### src/rtl/led_pkg.sv
// Shared types and default timing constants for the LED chaser.
package led_pkg;

    typedef enum logic [1:0] {
        IDLE   = 2'd0,
        RUN    = 2'd1,
        FINISH = 2'd2
    } led_state_e;

    localparam int unsigned T100MS       = 2_000_000;
    localparam int unsigned ON_START_DEF = 500_000;
    localparam int unsigned ON_END_DEF   = 1_000_000;

endpackage

### src/rtl/led_step_timer.sv
// Step counter 0..T_PERIOD-1 with clear/enable, plus step-end and lit-window flags.
module led_step_timer
    import led_pkg::*;
#(
    parameter  int unsigned T_PERIOD = T100MS,
    parameter  int unsigned ON_START = ON_START_DEF,
    parameter  int unsigned ON_END   = ON_END_DEF,
    localparam int unsigned CNT_W    = $clog2(T_PERIOD)
) (
    input  logic             CLK,
    input  logic             RST,
    input  logic             clr,
    input  logic             en,
    output logic [CNT_W-1:0] Count,
    output logic             step_end,
    output logic             in_window
);

    // Decode position within the step; compared at 32 bits so ON_END may equal T_PERIOD.
    always_comb begin
        step_end  = (32'(Count) == T_PERIOD - 1);
        in_window = (32'(Count) >= ON_START) && (32'(Count) < ON_END);
    end

    // Free-running step counter, wrapping at the end of each step.
    always_ff @(posedge CLK) begin
        if (RST || clr) begin
            Count <= '0;
        end else if (en) begin
            Count <= step_end ? '0 : Count + CNT_W'(1);
        end
    end

endmodule

### src/rtl/led_chaser_ctrl.sv
// LED chaser sequencer: one shared step timer, one active LED per step,
// programmed loop count, Done_Sig pulse at completion.
// Optional macro LED_CHASER_PINGPONG_EN: index bounces between the ends instead of wrapping.
module led_chaser_ctrl
    import led_pkg::*;
#(
    parameter int unsigned T_PERIOD = T100MS,
    parameter int unsigned ON_START = ON_START_DEF,
    parameter int unsigned ON_END   = ON_END_DEF,
    parameter int unsigned N_LED    = 4
) (
    input  logic             CLK,
    input  logic             RST,
    input  logic             Start_Sig,
    input  logic             Stop_Sig,
    input  logic             Dir,
    input  logic [3:0]       Loop_Num,
    output logic             Busy,
    output logic             Done_Sig,
    output logic [N_LED-1:0] LED_Out
);

    localparam int unsigned CNT_W  = $clog2(T_PERIOD);
    localparam int unsigned IDX_W  = $clog2(N_LED);
    localparam int unsigned STEP_W = $clog2(2 * N_LED);
`ifdef LED_CHASER_PINGPONG_EN
    localparam int unsigned STEPS_PER_LOOP = 2 * N_LED - 2;
`else
    localparam int unsigned STEPS_PER_LOOP = N_LED;
`endif
    localparam logic [IDX_W-1:0] LAST_IDX = IDX_W'(N_LED - 1);

    led_state_e        state_q, state_d;
    logic [IDX_W-1:0]  idx_q, idx_d;
    logic [STEP_W-1:0] step_q, step_d;
    logic [3:0]        loop_cnt_q, loop_cnt_d;
    logic [3:0]        loop_num_q, loop_num_d;
    logic              dir_q, dir_d;

    logic              step_end;
    logic              in_window;
    logic [CNT_W-1:0]  unused_step_cnt;

    led_step_timer #(
        .T_PERIOD (T_PERIOD),
        .ON_START (ON_START),
        .ON_END   (ON_END)
    ) u_timer (
        .CLK       (CLK),
        .RST       (RST),
        .clr       (state_q != RUN),
        .en        (state_q == RUN),
        .Count     (unused_step_cnt),
        .step_end  (step_end),
        .in_window (in_window)
    );

    // Next-state logic: start capture, step/loop bookkeeping, index advance; Stop overrides all.
    always_comb begin
        state_d    = state_q;
        idx_d      = idx_q;
        step_d     = step_q;
        loop_cnt_d = loop_cnt_q;
        loop_num_d = loop_num_q;
        dir_d      = dir_q;
        case (state_q)
            IDLE: begin
                if (Start_Sig) begin
                    state_d    = RUN;
                    idx_d      = Dir ? LAST_IDX : '0;
                    dir_d      = Dir;
                    loop_num_d = Loop_Num;
                    loop_cnt_d = '0;
                    step_d     = '0;
                end
            end
            RUN: begin
                if (step_end) begin
                    if (step_q == STEP_W'(STEPS_PER_LOOP - 1)) begin
                        step_d = '0;
                        if ((loop_num_q != 4'd0) && (loop_cnt_q == loop_num_q - 4'd1)) begin
                            state_d = FINISH;
                        end else if (loop_num_q != 4'd0) begin
                            loop_cnt_d = loop_cnt_q + 4'd1;
                        end
                    end else begin
                        step_d = step_q + STEP_W'(1);
                    end
                    if (state_d == RUN) begin
`ifdef LED_CHASER_PINGPONG_EN
                        if (!dir_q) begin
                            if (idx_q == LAST_IDX) begin
                                idx_d = idx_q - IDX_W'(1);
                                dir_d = 1'b1;
                            end else begin
                                idx_d = idx_q + IDX_W'(1);
                            end
                        end else begin
                            if (idx_q == '0) begin
                                idx_d = idx_q + IDX_W'(1);
                                dir_d = 1'b0;
                            end else begin
                                idx_d = idx_q - IDX_W'(1);
                            end
                        end
`else
                        if (!dir_q) begin
                            idx_d = (idx_q == LAST_IDX) ? '0 : idx_q + IDX_W'(1);
                        end else begin
                            idx_d = (idx_q == '0) ? LAST_IDX : idx_q - IDX_W'(1);
                        end
`endif
                    end
                end
            end
            FINISH:  state_d = IDLE;
            default: state_d = IDLE;
        endcase
        if (Stop_Sig) begin
            state_d = IDLE;
        end
    end

    // Sequencer state registers.
    always_ff @(posedge CLK) begin
        if (RST) begin
            state_q    <= IDLE;
            idx_q      <= '0;
            step_q     <= '0;
            loop_cnt_q <= '0;
            loop_num_q <= '0;
            dir_q      <= 1'b0;
        end else begin
            state_q    <= state_d;
            idx_q      <= idx_d;
            step_q     <= step_d;
            loop_cnt_q <= loop_cnt_d;
            loop_num_q <= loop_num_d;
            dir_q      <= dir_d;
        end
    end

    // Registered outputs; Stop clears LED and suppresses Done at the same edge.
    always_ff @(posedge CLK) begin
        if (RST) begin
            Busy     <= 1'b0;
            Done_Sig <= 1'b0;
            LED_Out  <= '0;
        end else begin
            Busy     <= (state_d == RUN);
            Done_Sig <= (state_q == FINISH) && !Stop_Sig;
            LED_Out  <= ((state_q == RUN) && in_window && !Stop_Sig) ? (N_LED'(1) << idx_q) : '0;
        end
    end

endmodule
### config.mk
export PLATFORM = sky130hd
export DESIGN_NAME = led_chaser_ctrl
export DESIGN_NICKNAME = d
export VERILOG_FILES = /design/src/rtl/led_pkg.sv /design/src/rtl/led_step_timer.sv /design/src/rtl/led_chaser_ctrl.sv
export SDC_FILE = /design/constraint.sdc
export NUM_CORES = 1
export LEC_CHECK = 0
export ABC_AREA = 1
export CORE_MARGIN = 2
export CORE_UTILIZATION = 60
export CTS_BUF_LIST = sky130_fd_sc_hd__clkbuf_8
export DETAILED_ROUTE_END_ITERATION = 12
export PLACE_DENSITY_LB_ADDON = 0.08
export SYNTH_ARGS = -nofsm -noshare
export SYNTH_HDL_FRONTEND = slang
export SYNTH_SLANG_ARGS = --single-unit
### constraint.sdc
create_clock -name CLK -period 3.1 [get_ports CLK]
set_input_delay 0.93 -clock CLK [delete_from_list [all_inputs] [get_ports CLK]]
set_output_delay 0.93 -clock CLK [all_outputs]
set_load 0.05 [all_outputs]
==> impl_metrics.json <==
{
  "ios": 15,
  "whs_ns": 0.4576,
  "leakagePower_uw": 0.0009917,
  "p_clk_share_pct": 34.9,
  "instances_no_fill": 397,
  "cpMaxStageDelayCell": "clkdlybuf4s50_1",
  "drive_gt1_share_pct": 9.456,
  "syn_nets": 349,
  "vias": 2070,
  "grt_pass1_vias": 1917,
  "final_nets": 365,
  "cap_violations": 0,
  "antenna_found_initial": 0,
  "critPathTopFamily": "buffers and inverters",
  "peakVddDrop_uv": 315.7,
  "crit_arrival_ns": 1.43,
  "setup_tns_ns": 0,
  "synth_top_area_share_pct": 36.73,
  "overflow": 0,
  "clkLatencyLatePin_ns": 0.30,
  "synth_area_leaders": "dfxtp_1, nand2_1, inv_1, nor2_1, a21oi_1",
  "intPower_uw": 779.4,
  "drt_wl_total_mm": 4.740,
  "yosysTopAreaCell": "dfxtp_1",
  "clock-sinks": 43,
  "cpPeakStageDelay_ns": 0.80,
  "dp_hpwl_mm": 3.668,
  "hold_path_depth": 2,
  "cts_max_path_buffers": 2,
  "vias_per_cell": 5.214,
  "drt_iter0_drc": 222,
  "crit_cells": 1,
  "die-area_um2": 4422,
  "cp_max_fo": 1,
  "slew_viol_final": 0,
  "avgSynthCellArea_um2": 7.038,
  "drt_pass1_iterations": 4,
  "path_clk_slew_ns": 0.08,
  "max_freq_mhz": 424.0,
  "post_cts_resized": 0,
  "num_rows": 22,
  "rsz0062_at_grt": "false",
  "p_comb_share_pct": 9.7,
  "crit_buf_inv": 1,
  "place.gp.congestion": 0.9364,
  "p_seq_share_pct": 55.5,
  "ys_ff_latch": 43,
  "holdCritStartpoint": "step_q[2]",
  "grt_pass1_wl_mm": 8.362,
  "gr-max-usage-layer": "met2",
  "cts_setup_buffers": 0,
  "p_sw_uw": 258.0,
  "cts_made_buffers": 5,
  "clock_skew_ns": 0.008696,
  "core-area_um2": 3716,
  "power_density_nw_per_um2": 399.6,
  "postRouteAntennaNets": 0,
  "route.detailed.drc": 0,
  "grt_util_met2_pct": 39.63,
  "r2r_slack_ns": 1.22,
  "root_buffer": "clkbuf_8",
  "setup_viol": 0,
  "r2r_cells": 8,
  "status": "finished clean",
  "port_buffers": 14,
  "final_area_um2": 2596,
  "path_class": "flip-flop to output pin",
  "die_w_um": 66.50,
  "synth_area_um2": 2343,
  "hold_end": "step_q[2]",
  "wl_per_cell_um": 11.94,
  "syn_inst": 333,
  "dp.cells": 390,
  "diodes": 0,
  "p_sw_share_pct": 24.87,
  "grt_max_degree": 14,
  "crit_required_ns": 2.17,
  "grt_util_met1_pct": 32.11,
  "finalHoldViolCount": 0,
  "floorplan.initialDensity_pct": 63.06,
  "path_cells": "clkdlybuf4s50_1",
  "gr-usage-met3_pct": 5.912,
  "crit_path_end_kind": "output pin",
  "area_growth_pct": 10.78,
  "yosys.cell_types.count": 32,
  "cp-start-kind": "flip-flop",
  "total_power_uw": 1037,
  "post-route-period-util_pct": 76.09,
  "die_h_um": 66.50,
  "placed_area_um2": 2509,
  "tightest_slew_ns": 0.4904,
  "relSlewSlack_pct": 67.20,
  "htree_levels": 2,
  "ys_seq_area_share_pct": 36.73,
  "crit-reg2reg-launch": "u_timer.Count[0]",
  "r2r-end": "loop_cnt_q[2]",
  "cp-startpoint": "Busy",
  "grt_use_total_pct": 24.84,
  "cts_tree": "built",
  "min_path_type": "flip-flop to flip-flop",
  "fin_crit_ns": 2.359,
  "ctsHoldBuffers": 0,
  "yosys_warnings": 0
}
-- stage by stage --
stage	setup slack, ns	utilization (%)
2_1_floorplan	1.471	-
3_3_place_gp	0.6842	67.51
3_5_place_dp	0.5942	67.51
4_1_cts	0.7270	69.87
5_1_grt	0.6958	69.87
6_report	0.7414	69.87
-- sequential cells by signal (all words and copies together), names as in the netlist --
| signal | count |
|---|---|
| Busy | 1 |
| Done_Sig | 1 |
| LED_Out | 4 |
| dir_q | 1 |
| idx_q | 2 |
| loop_cnt_q | 4 |
| loop_num_q | 4 |
| state_q | 2 |
| step_q | 3 |
| u_timer.Count | 21 |
-- area by class of cell --
type	instances	area, um2
Clock inverter	1	5.005
Fill cell	325	1120
Inverter	50	187.7
Timing Repair Buffer	14	140.1
Sequential cell	43	860.8
Clock buffer	6	82.58
Multi-Input combinational cell	235	1260
Tap cell	48	60.06
-- cell families after synthesis --
| family | after synthesis | share of synthesized area [%] |
|---|---|---|
| compound gates | 47 | 11.10 |
| xor+xnor | 11 | 4.111 |
| simple gates | 170 | 34.81 |
| fa+ha+maj | 7 | 3.737 |
| flops | 43 | 36.73 |
| buf+inv | 55 | 9.503 |
-- cells in the final DEF (no fill, tap or decap), types with 6 or more instances in the layout --
master,instances
a21oi_1,26
clkbuf_8,6
clkdlybuf4s50_1,14
dfxtp_1,43
ha_1,7
inv_1,44
nand2_1,58
nand3_1,26
nor2_1,42
nor3_1,17
o21ai_0,13
xor2_1,6
-- worst max path at each step --
| stage | endpoint | slack, ns |
|---|---|---|
| 2_1_floorplan | loop_num_q[0] | 1.47 |
| 3_3_place_gp | u_timer.Count[14] | 0.68 |
| 3_5_place_dp | u_timer.Count[12] | 0.59 |
| 4_1_cts | Busy | 0.73 |
| 5_1_grt | Busy | 0.70 |
| 6_report | Busy | 0.74 |
-- cells in the mapped netlist (all sizes together) --
cell type / n
nand2: 61
nor2: 50
inv: 49
dfxtp: 43
nand3: 29
a21oi: 27
nor3: 21
o21ai: 15
ha: 7
xor2: 6
xnor2: 5
buf: 4
nand4: 4
a211oi: 2
nand3b: 2
nor4: 2
o21bai: 2
clkbuf: 1
clkinv: 1
o221ai: 1
or2: 1
-- routing by layer --
layer,share of wire [%],up-vias
li1,-,1105
met3,4.5,6
met4,1.6,0
met2,44,40
met1,50,919
met5,0,-
-- power groups by stage --
stage	Combinational, uW	Clock, uW	Sequential [uW]
floorplan	72.8	0	588
global placement	98.6	0	588
detailed placement	101	0	588
CTS	101	371	575
global route	115	397	578
finish	101	362	575
Power figures use the tool's default switching activity.
